File: src/rtl/demux_pkg.sv
// Shared definitions for the 1-to-4 byte demultiplexer: channel count,
// channel indices, slot state encoding and the destination decode helper.
package demux_pkg;

   localparam int unsigned NUM_CH = 4;

   localparam int unsigned CH_A = 0;
   localparam int unsigned CH_B = 1;
   localparam int unsigned CH_C = 2;
   localparam int unsigned CH_D = 3;

   typedef enum logic {
      EMPTY = 1'b0,
      FULL  = 1'b1
   } slot_state_e;

   // One-hot target mask for a word: every channel on broadcast, else in_dest.
   function automatic logic [NUM_CH-1:0] dest_mask(input logic [1:0] dest,
                                                   input logic       bcast);
      logic [NUM_CH-1:0] m;
      m = '0;
      if (bcast) begin
         m = '1;
      end else begin
         case (dest)
            2'(CH_A): m[CH_A] = 1'b1;
            2'(CH_B): m[CH_B] = 1'b1;
            2'(CH_C): m[CH_C] = 1'b1;
            default:  m[CH_D] = 1'b1;
         endcase
      end
      return m;
   endfunction

endpackage

File: src/rtl/demux_slot.sv
// One-entry output buffer with a valid/ready pair. A FULL slot that is being
// drained can be refilled in the same cycle. Optional delivery counter when
// DEMUX_COUNT_EN is defined.
module demux_slot
   import demux_pkg::*;
#(
   parameter int unsigned WIDTH = 8
`ifdef DEMUX_COUNT_EN
   ,parameter int unsigned CNT_W = 16
`endif
) (
   input  logic             clk,
   input  logic             rst_n,
   input  logic             load,
   input  logic [WIDTH-1:0] load_data,
   input  logic             out_ready,
   output logic             can_take,
   output logic             out_valid,
   output logic [WIDTH-1:0] out_data
`ifdef DEMUX_COUNT_EN
   ,output logic [CNT_W-1:0] out_count
`endif
);

   slot_state_e      state_q, state_d;
   logic [WIDTH-1:0] data_q, data_d;
   logic             drain;
`ifdef DEMUX_COUNT_EN
   logic [CNT_W-1:0] count_q, count_d;
`endif

   assign drain     = (state_q == FULL) && out_ready;
   assign can_take  = (state_q == EMPTY) || out_ready;
   assign out_valid = (state_q == FULL);
   assign out_data  = data_q;
`ifdef DEMUX_COUNT_EN
   assign out_count = count_q;
`endif

   // Next slot state: drain empties, a load (possibly same cycle) refills.
   always_comb begin
      state_d = state_q;
      data_d  = data_q;
      if (drain) begin
         state_d = EMPTY;
      end
      if (load) begin
         state_d = FULL;
         data_d  = load_data;
      end
`ifdef DEMUX_COUNT_EN
      count_d = count_q;
      if (drain) begin
         count_d = count_q + 1'b1;
      end
`endif
   end

   // Slot registers with synchronous active-low reset.
   always_ff @(posedge clk) begin
      if (!rst_n) begin
         state_q <= EMPTY;
         data_q  <= '0;
`ifdef DEMUX_COUNT_EN
         count_q <= '0;
`endif
      end else begin
         state_q <= state_d;
         data_q  <= data_d;
`ifdef DEMUX_COUNT_EN
         count_q <= count_d;
`endif
      end
   end

endmodule

File: src/rtl/demux_8bits_4ch.sv
// Registered 1-to-4 byte demultiplexer with per-channel one-entry buffers and
// an atomic broadcast mode. Define DEMUX_COUNT_EN to add per-channel
// delivered-word counters exported on out_count.
module demux_8bits_4ch
   import demux_pkg::*;
#(
   parameter int unsigned WIDTH = 8,
   parameter int unsigned CNT_W = 16
) (
   input  logic                  clk,
   input  logic                  rst_n,
   input  logic [WIDTH-1:0]      in_data,
   input  logic [1:0]            in_dest,
   input  logic                  in_bcast,
   input  logic                  in_valid,
   output logic                  in_ready,
   output logic [4*WIDTH-1:0]    out_data,
   output logic [3:0]            out_valid,
   input  logic [3:0]            out_ready
`ifdef DEMUX_COUNT_EN
   ,output logic [4*CNT_W-1:0]   out_count
`endif
);

   logic [NUM_CH-1:0] can_take;
   logic [NUM_CH-1:0] target;
   logic [NUM_CH-1:0] load;
   logic              accept;
   logic              run_q, run_d;
   logic              ready_raw;

   // Ready stays low through reset and for the first cycle after release.
   always_comb begin
      run_d = 1'b1;
   end

   // Ready qualifier register.
   always_ff @(posedge clk) begin
      if (!rst_n) begin
         run_q <= 1'b0;
      end else begin
         run_q <= run_d;
      end
   end

   // Destination decode and broadcast AND of per-channel readiness.
   always_comb begin
      target    = dest_mask(in_dest, in_bcast);
      ready_raw = &(can_take | ~target);
      in_ready  = ready_raw && run_q && rst_n;
      accept    = in_valid && in_ready;
      load      = accept ? target : '0;
   end

   for (genvar i = 0; i < NUM_CH; i++) begin : g_slot
      demux_slot #(
         .WIDTH (WIDTH)
`ifdef DEMUX_COUNT_EN
         ,.CNT_W (CNT_W)
`endif
      ) u_slot (
         .clk       (clk),
         .rst_n     (rst_n),
         .load      (load[i]),
         .load_data (in_data),
         .out_ready (out_ready[i]),
         .can_take  (can_take[i]),
         .out_valid (out_valid[i]),
         .out_data  (out_data[i*WIDTH +: WIDTH])
`ifdef DEMUX_COUNT_EN
         ,.out_count (out_count[i*CNT_W +: CNT_W])
`endif
      );
   end

`ifndef DEMUX_COUNT_EN
   // Counter width only matters when the counters are built.
   if (CNT_W == 0) begin : g_no_cnt
   end
`endif

endmodule

File: config.mk
export PLATFORM = sky130hd
export DESIGN_NAME = demux_8bits_4ch
export DESIGN_NICKNAME = d
export VERILOG_FILES = /design/src/rtl/demux_pkg.sv /design/src/rtl/demux_slot.sv /design/src/rtl/demux_8bits_4ch.sv
export SDC_FILE = /design/constraint.sdc
export NUM_CORES = 1
export LEC_CHECK = 0
export BUFFER_PORTS_ARGS = -buffer_cell sky130_fd_sc_hd__clkbuf_2
export CORE_ASPECT_RATIO = 0.75
export CORE_MARGIN = 5
export CORE_UTILIZATION = 48
export CTS_CLUSTER_DIAMETER = 80
export DETAILED_ROUTE_END_ITERATION = 7
export GPL_TIMING_DRIVEN = 0
export HOLD_SLACK_MARGIN = 0.05
export PLACE_DENSITY = 0.78
export SYNTH_ARGS = -nofsm -noshare
export SYNTH_HDL_FRONTEND = slang
export SYNTH_HIERARCHICAL = 1
export SYNTH_SLANG_ARGS = --single-unit
File: constraint.sdc
create_clock -name clk -period 1.6 [get_ports clk]
set_input_delay 0.16 -clock clk [delete_from_list [all_inputs] [get_ports clk]]
set_output_delay 0.16 -clock clk [all_outputs]
set_load 0.1 [all_outputs]
**Yosys cells after proc, flatten, opt, wreduce, memory -nomap -nowiden**

Index checks and enable logic that the tools add are counted.

- Input port bits: 18
- Output and inout port bits: 37
- Word-level logic and storage cells: 50
- Bits in registers: 37

- Eq/ne operators: 2
- Reductions and logical operators: 18
- Mux-type cells: 15
- Bitwise logic cells: 6

Operators by type and width:

| cell | number |
|---|---|
| $mux W1 | 13 |
| $mux W4 | 2 |
| $reduce_bool A2 Y1 | 4 |
| $logic_and A1 B1 Y1 | 7 |
| $logic_or A1 B1 Y1 | 4 |
| $not A1 Y1 | 4 |
| $not A4 Y4 | 1 |
| $or A4 B4 Y4 | 1 |
| $reduce_and A4 Y1 | 1 |
| $reduce_or A3 Y1 | 1 |
| $eq A2 B1 Y1 const B | 1 |
| $eq A2 B2 Y1 const B | 1 |
| $logic_not A2 Y1 | 1 |

**Longest topological paths before layout**

Gate-level depths: netlist of run 1.

- Depth in word-level cells: 12
- Depth in mapped cells: 7
- Depth with buffers taken out: 6

**By module**

The synthesis of run 1 kept the hierarchy.

By module, submodules not included:

| module | seq. area each (um^2) | area an instance (um^2) | cells each | times used |
|---|---|---|---|---|
| demux_slot | 180.2 | 339.1 | 29 | 4 |
| demux_8bits_4ch | 20.0 | 150.1 | 21 | 1 |

**Worst setup path after synthesis of run 1**

OpenSTA, ideal clock, no wires.

- Path type: register to output
- Start point: register g_slot[3].u_slot.state_q
- End point: output port in_ready
- Setup slack: -1.761 ns
- Path buffers: 0
- Required time: 1.440 ns
- Stages on the path, launching flop included: 5
- Arrival: 3.201 ns
- Cells stage by stage: dfxtp_1 > nand2b_1 > a21boi_1 > a2bb2oi_2 > nor3_1

- Cells in the longest elaborated chain, start to end: 6

RTL lines:

| what | line | text |
|---|---|---|
| from (decl) | demux_slot.sv:25 | `slot_state_e state_q, state_d;` |
| from (signal assigned) | demux_slot.sv:68 | `state_q <= state_d;` |
| $not A1 Y1 | demux_slot.sv:33 | `assign can_take = (state_q == EMPTY) \|\| out_ready;` |
| $logic_or A1 B1 Y1 | demux_slot.sv:33 |  |
| net can_take[3] | demux_8bits_4ch.sv:25 | `logic [NUM_CH-1:0] can_take;` |
| $or A4 B4 Y4 | demux_8bits_4ch.sv:49 | `ready_raw = &(can_take \| ~target);` |
| $reduce_and A4 Y1 | demux_8bits_4ch.sv:49 |  |
| $logic_and A1 B1 Y1 (2 in a row) | demux_8bits_4ch.sv:50 | `in_ready = ready_raw && run_q && rst_n;` |
| to (decl) | demux_8bits_4ch.sv:16 | `output logic in_ready,` |

The timed path passes the listed nets, and every way through them passes these cells.

**Worst setup path after layout of run 1**

- Start point: register g_slot[1].u_slot.state_q
- End point: output port in_ready

- Cells in the longest elaborated chain, start to end: 6

RTL lines:

| what | line |
|---|---|
| from (decl) | demux_slot.sv:25 |
| from (signal assigned) | demux_slot.sv:68 |
| $not A1 Y1 | demux_slot.sv:33 |
| $logic_or A1 B1 Y1 | demux_slot.sv:33 |
| net can_take[1] | demux_8bits_4ch.sv:25 |
| $or A4 B4 Y4 | demux_8bits_4ch.sv:49 |
| $reduce_and A4 Y1 | demux_8bits_4ch.sv:49 |
| $logic_and A1 B1 Y1 (2 in a row) | demux_8bits_4ch.sv:50 |

The timed path passes the listed nets, and every way through them passes these cells.

==> results.txt, run 1 <==
Worst slew margin = 63.2%
Smallest hold slack = 0.192 ns
Worst Path Arrival = 1.45 ns
NumNets Final = 219
Post-synthesis sequential area ratio = 49.2%
CP startpoint kind = register
CP endpoint kind = output pin
First-pass GRT wire length = 5960 um
Distinct cells, synth = 20
Crit path kind = reg -> out
Die ar. = 4370 um^2
Cts hold-fix bufs = 0
Layout fillers = 239
Routability Congestion = 0.669
Drc violations = 0
Worst EP required = 1.44 ns
Setup ws final = -0.0150 ns
DRT Pass-1 Iters = 4
YS warnings = 6
Initial drt markers = 45
CTS tree = done
Ant. Diodes = 0
Area Growth Syn to Fin = 37.5%
Root Buffer = clkbuf_8
Max-cap violation count = 0
Syn Nets = 155
Max Slew Vio Count = 0
HP Class = in -> reg
Fin util = 69.6%
Cells after DPL = 229
Cell area power density = 963 nW/um^2
RSZ-0062 raised after global routing = yes
H-tree Lvls = 2
Vias in the first global route = 1216
Crit path time final = 1.61 ns
Tcrit/Tclk final = 101%
Rows = 17
Port Buf Inserts = 54
Syn Inst Count = 137
Hold Violations, Final = 0
Vias = 1187
Worst path slowest cell = or3b_4
Register bit count reported by yosys = 37
Global Route Usage Sum = 18.6%
Core area = 2980 um^2
Sink Count = 37
Finished Layout Cells = 239
DRT antenna net count = 0
# IOs = 55
Die Wd = 74.7 um
Reg clk slew, reported paths = 0.07 ns
Crit Path Max Fanout = 3
Outcome = finished, violations left
Max Clock Skew = 0.00660 ns
Clk Latency, worst-skew pair = 0.28 ns
WL final = 3670 um
Leak Pwr = 0.000828 uW
Crit-path max cell delay = 0.40 ns
Post-DP HPWL = 2540 um
Syn avg cell area = 11.0 um^2
Initial Util = 50.6%
Routed vias/inst = 4.97
Clock tree buffer depth = 2
VDD IR-drop max = 0.616 mV
Die height = 58.5 um
TNS Setup = -0.0150 ns
TritonCTS Buffers = 5
Max Clock Freq = 619 MHz
Fraction of layout cells with a size suffix above 1 = 43.3%
Pin count of the biggest net entering global routing = 40
Violated checks = setup timing
Initial antenna violation count = 0
Post-DP Area = 1880 um^2
Worst path cell trace = nand2b_4 -> or3b_4 -> nand3_4 -> nor3_4 -> clkbuf_16
DR WL/cell = 15.3 um
Least-Margin Pin Slew = 0.555 ns
Cell area after layout = 2070 um^2
Grt total ovfl = 0
Synthesized cell area = 1510 um^2
# setup viols final = 1
-- cells in the mapped netlist, drive strengths merged --
master | n | area [um^2]
a21boi | 5 | 37.5
a21oi | 3 | 15.0
a2bb2oi | 1 | 15.0
and3 | 1 | 6.26
buf | 4 | 45.0
dfxtp | 37 | 741
inv | 6 | 22.5
mux2i | 32 | 320
nand2 | 1 | 3.75
nand2b | 4 | 25.0
nand3 | 1 | 5.00
nor2 | 1 | 3.75
nor2b | 32 | 200
nor3 | 4 | 20.0
nor4 | 1 | 6.26
o211ai | 1 | 12.5
o21ba | 1 | 10.0
o2bb2ai | 1 | 8.76
or3b | 1 | 8.76
-- repair_timing --
item,CTS,global route
gates resized for setup,9,8
endpoints found under the hold margin,0,0
pin swaps,5,3
setup buffers,0,2
setup endpoints to repair,11,35
gates cloned,1,0
-- state kept, by name (all words and copies together) (netlist names) --
name,count
g_slot.u_slot/out_data,32
g_slot.u_slot/out_valid,4
run_q,1
-- logic make-up (layout without fill, tap and decap cells) --
group,count (synthesis),in the layout,share of synthesized area [%]
buffers and inverters,10,74,4.48
AO/OA/AOI/OAI,12,12,6.56
multiplexers,32,32,21.3
AND/OR/NAND/NOR,46,46,18.5
flip-flops,37,37,49.2
-- path summary, 6_finish.rpt --
path	from	end	slack, ns	depth (start not counted)
max	g_slot[1].u_slot/out_valid$_SDFFE_PN0P_	in_ready	-0.01	5
max reg2reg	g_slot[1].u_slot/out_valid$_SDFFE_PN0P_	g_slot[1].u_slot/out_data[1]$_SDFFE_PN0P_	0.03	7
min	in_data[3]	g_slot[0].u_slot/out_data[3]$_SDFFE_PN0P_	0.19	3
min reg2reg	g_slot[0].u_slot/out_data[2]$_SDFFE_PN0P_	g_slot[0].u_slot/out_data[2]$_SDFFE_PN0P_	0.52	2
-- layer usage --
| metal | vias up | GRT usage, % | routed length (um) |
|---|---|---|---|
| met5 | - | 0 | 0 |
| met4 | 0 | 6.35 | 26 |
| met3 | 2 | 7.00 | 221 |
| met2 | 34 | 31.8 | 1850 |
| met1 | 558 | 21.2 | 1570 |
| li1 | 593 | - | - |
-- worst max-delay path, delay by kind of cell, from the launching register on --
family	cells	cell delay [ns]
AND/OR/NAND/NOR	4	0.61
buffers and inverters	1	0.20
flip-flops	1	0.36
-- metrics by stage --
step	worst slack [ns]	total power, uW
detailed placement	-0.310	1350
global placement	-0.196	1340
finish	-0.0150	2000
global route	-0.0606	2090
CTS	-0.0150	1990
floorplan	-0.134	1260
-- area by class of cell --
cell class	instances	area (um^2)	share of cell area [%]
Multi-Input combinational cell	90	805	38.8
Sequential cell	37	751	36.2
Timing Repair Buffer	57	315	15.2
Clock buffer	7	86.3	4.17
Tap cell	38	47.5	2.29
Buffer	4	45.0	2.17
Inverter	6	22.5	1.09
-- power by group --
group	switching, uW	internal (uW)	total, uW	leakage [uW]
Clock	301	341	643	0.0000443
Combinational	284	109	394	0.000481
Sequential	15.0	945	960	0.000303
Total	600	1400	2000	0.000828
-- cells in the final DEF, fill, tap and decap left out --
| cell | Yosys | layout |
|---|---|---|
| a21boi_0 | 4 | 3 |
| a21boi_1 | 1 | 1 |
| a21boi_4 | 0 | 1 |
| a21oi_1 | 3 | 3 |
| a2bb2oi_4 | 0 | 1 |
| and3_1 | 1 | 1 |
| buf_4 | 0 | 3 |
| buf_6 | 4 | 4 |
| clkbuf_1 | 0 | 1 |
| clkbuf_16 | 0 | 1 |
| clkbuf_2 | 0 | 52 |
| clkbuf_4 | 0 | 1 |
| clkbuf_8 | 0 | 6 |
| dfxtp_1 | 37 | 33 |
| dfxtp_2 | 0 | 2 |
| dfxtp_4 | 0 | 2 |
| inv_1 | 6 | 6 |
| mux2i_1 | 32 | 31 |
| mux2i_2 | 0 | 1 |
| nand2_2 | 0 | 1 |
| nand2b_1 | 4 | 2 |
| nand2b_4 | 0 | 2 |
| nand3_4 | 0 | 1 |
| nor2_1 | 1 | 1 |
| nor2b_1 | 32 | 32 |
| nor3_2 | 0 | 3 |
| nor3_4 | 0 | 1 |
| nor4_4 | 0 | 1 |
| o211ai_2 | 1 | 1 |
| o21ba_2 | 1 | 1 |
| o2bb2ai_2 | 0 | 1 |
| or3b_4 | 0 | 1 |
Note: power is estimated with default switching activity, not from simulation.
==> run 2: changes to the inputs <==
==> constraint.sdc (replaced) <==
create_clock -name clk -period 1.6 [get_ports clk]
set_input_delay 0.08 -clock clk [delete_from_list [all_inputs] [get_ports clk]]
set_output_delay 0.08 -clock clk [all_outputs]
set_load 0.1 [all_outputs]
==> run 2 against run 1 <==
- first-iteration DRC count increased by 29%
- critical endpoint is now g_slot[0].u_slot/out_data[4]$_SDFFE_PN0P_
- clock skew decreased by 0.0024 ns
- utilization decreased by 0.42 points
- the flow now finishes without violations
- highest routed layer unchanged
- sequential power about the same
- global-route usage decreased by 1.6 points
- hold slack got worse by 0.10 ns
==> results.txt, run 2 (synthesized netlist as in run 1, its figures left out) <==
Outcome = finished clean
Max-cap violation count = 0 (unchanged)
Logic pwr share = 18.2% (-1.5 points)
H-tree Lvls = 2 (unchanged)
Layout fillers = 242 (+1.3%)
Post-DP Area = 1880 um^2 (+0.47%)
Worst EP required = 1.78 ns (+0.34 ns)
CP startpoint kind = register
Initial antenna violation count = 0 (unchanged)
Port Buf Inserts = 54 (unchanged)
Sw power = 616 uW (+2.7%)
Pin count of the biggest net entering global routing = 40 (unchanged)
Rows = 17 (unchanged)
CP endpoint kind = register
First-pass GRT wire length = 5560 um (-6.7%)
Global Route met2 Usage = 28.7% (-3.1 points)
Hold Violations, Final = 0 (unchanged)
Least-Margin Pin Slew = 0.589 ns (+0.0341 ns)
Max Clock Skew = 0.00422 ns (-0.00237 ns)
Met1 usage = 19.3% (-1.9 points)
Cts hold-fix bufs = 0 (unchanged)
RSZ-0062 raised after global routing = yes
# IOs = 55 (unchanged)
Reg power frac = 45.4% (-2.7 points)
Die height = 58.5 um (unchanged)
Leak Pwr = 0.000822 uW (-0.69%)
Crit path time final = 1.57 ns (-0.0413 ns)
Commonest cells after routing, fill and taps aside = clkbuf_2, dfxtp_1, nor2b_1, mux2i_1
VDD IR-drop max = 0.686 mV (+11%)
Largest register FFs = 32 (unchanged)
Initial drt markers = 58 (+29%)
Clock tree buffer depth = 2 (unchanged)
Tcrit/Tclk final = 98.4% (-2.6 points)
Met3 Track Usage GR = 5.97% (-1.0 points)
Worst slew margin = 60.8% (-2.4 points)
Worst Path Arrival = 1.75 ns (+0.30 ns)
Area Growth Syn to Fin = 36.7%
Clk Latency, worst-skew pair = 0.29 ns (about the same)
# setup viols final = 0 (-1)
Commonest non-fill, non-tap cell in the layout = clkbuf_2
Die ar. = 4370 um^2 (unchanged)
DRT antenna net count = 0 (unchanged)
Drc violations = 0 (unchanged)
Max Slew Vio Count = 0 (unchanged)
Sw frac = 29.2% (-0.84 points)
Max Clock Freq = 635 MHz (+2.6%)
DR WL/cell = 14.8 um (-3.6%)
Global Route Usage Sum = 17.0% (-1.6 points)
Reg clk slew, reported paths = 0.07 ns (about the same)
Initial Util = 50.6% (unchanged)
Core area = 2980 um^2 (unchanged)
Sink Count = 37 (unchanged)
Ant. Diodes = 0 (unchanged)
Grt peak-use layer = met2
Die Wd = 74.7 um (unchanged)
NumNets Final = 217 (-0.91%)
Routed vias/inst = 4.92 (-0.85%)
TritonCTS Buffers = 5 (unchanged)
DRT Pass-1 Iters = 4 (unchanged)
Fraction of layout cells with a size suffix above 1 = 42.5% (-0.78 points)
Clk pwr share = 36.3% (+4.1 points)
Crit Path Max Fanout = 5 (+2)
Root Buffer = clkbuf_8
WL final = 3520 um (-4.0%)
Crit path kind = reg -> reg
Fin util = 69.2% (-0.42 points)
Finished Layout Cells = 238 (-0.42%)
Vias = 1172 (-1.3%)
Routability Congestion = 0.716 (+7.1%)
HP Class = in -> reg
Cell area power density = 1020 nW/um^2 (+6.3%)
Grt total ovfl = 0 (unchanged)
Cells after DPL = 229 (unchanged)
Vias in the first global route = 1192 (-2.0%)
Cell Int Power = 1490 uW (+6.9%)
Cell area after layout = 2060 um^2 (-0.60%)
CTS tree = done
Post-DP HPWL = 2520 um (-1.1%)
[run 2: changes by cell type in the layout (fill, tap and decap cells not counted), sizes merged]
cell | previous run | this run
buf | 7 | 6
[run 2: through the flow]
step / setup slack [ns] / total power [uW] / hold slack, ns / TNS, ns
6_report: 0.0263 / 2110 / 0.0895 / 0
4_1_cts: -0.0212 / 2120 / 0.0809 / -0.0257
2_1_floorplan: -0.0421 / 1260 / 0.108 / -1.08
3_5_place_dp: -0.188 / 1350 / 0.393 / -3.60
5_1_grt: -0.0741 / 2200 / 0.104 / -0.939
3_3_place_gp: -0.111 / 1340 / 0.383 / -2.48
[run 2: per-layer routing]
| metal | routed length [um] | part of all wire, % |
|---|---|---|
| met4 | 87 | 2.5 |
| met3 | 273 | 7.8 |
| met5 | 0 | 0 |
| met1 | 1530 | 43 |
| met2 | 1630 | 46 |
[run 2: final timing paths]
path,slack (ns),from,cells past startpoint,to
max reg2reg,0.03,g_slot[1].u_slot/out_valid$_SDFFE_PN0P_,7,g_slot[0].u_slot/out_data[4]$_SDFFE_PN0P_
min,0.09,out_ready[1],3,g_slot[1].u_slot/out_valid$_SDFFE_PN0P_
max,0.03,g_slot[1].u_slot/out_valid$_SDFFE_PN0P_,7,g_slot[0].u_slot/out_data[4]$_SDFFE_PN0P_
min reg2reg,0.52,g_slot[2].u_slot/out_data[7]$_SDFFE_PN0P_,2,g_slot[2].u_slot/out_data[7]$_SDFFE_PN0P_
[run 2: power by group through the flow]
stage | Combinational (uW) | Clock [uW] | Sequential, uW
after floorplan | 109 | 0 | 1150
after detailed placement | 368 | 0 | 979
after global routing | 403 | 834 | 961
after CTS | 371 | 792 | 958
after global placement | 360 | 0 | 978
final | 384 | 766 | 958
[run 2: final cells by class]
type,instances,area [um^2],area share (%)
Multi-Input combinational cell,90,792,38.5
Sequential cell,37,753,36.6
Timing Repair Buffer,55,288,14.0
Clock buffer,8,111,5.41
Tap cell,38,47.5,2.31
Buffer,4,45.0,2.19
Inverter,6,22.5,1.09
[run 2: what timing repair did]
item | CTS | global route
pin swaps | 0 | 3
buffers inserted | 0 | 0
gates resized for setup | 2 | 11
setup endpoints to repair | 3 | 35
gates cloned | 0 | 1
[run 2: critical path: stages (launching register included)]
cell and delay [ns]:
dfxtp_4 0.35, nand2b_4 0.07, or3b_4 0.14, nand3_4 0.09
nor4_4 0.32, buf_6 0.19, mux2i_2 0.23, nor2b_1 0.06
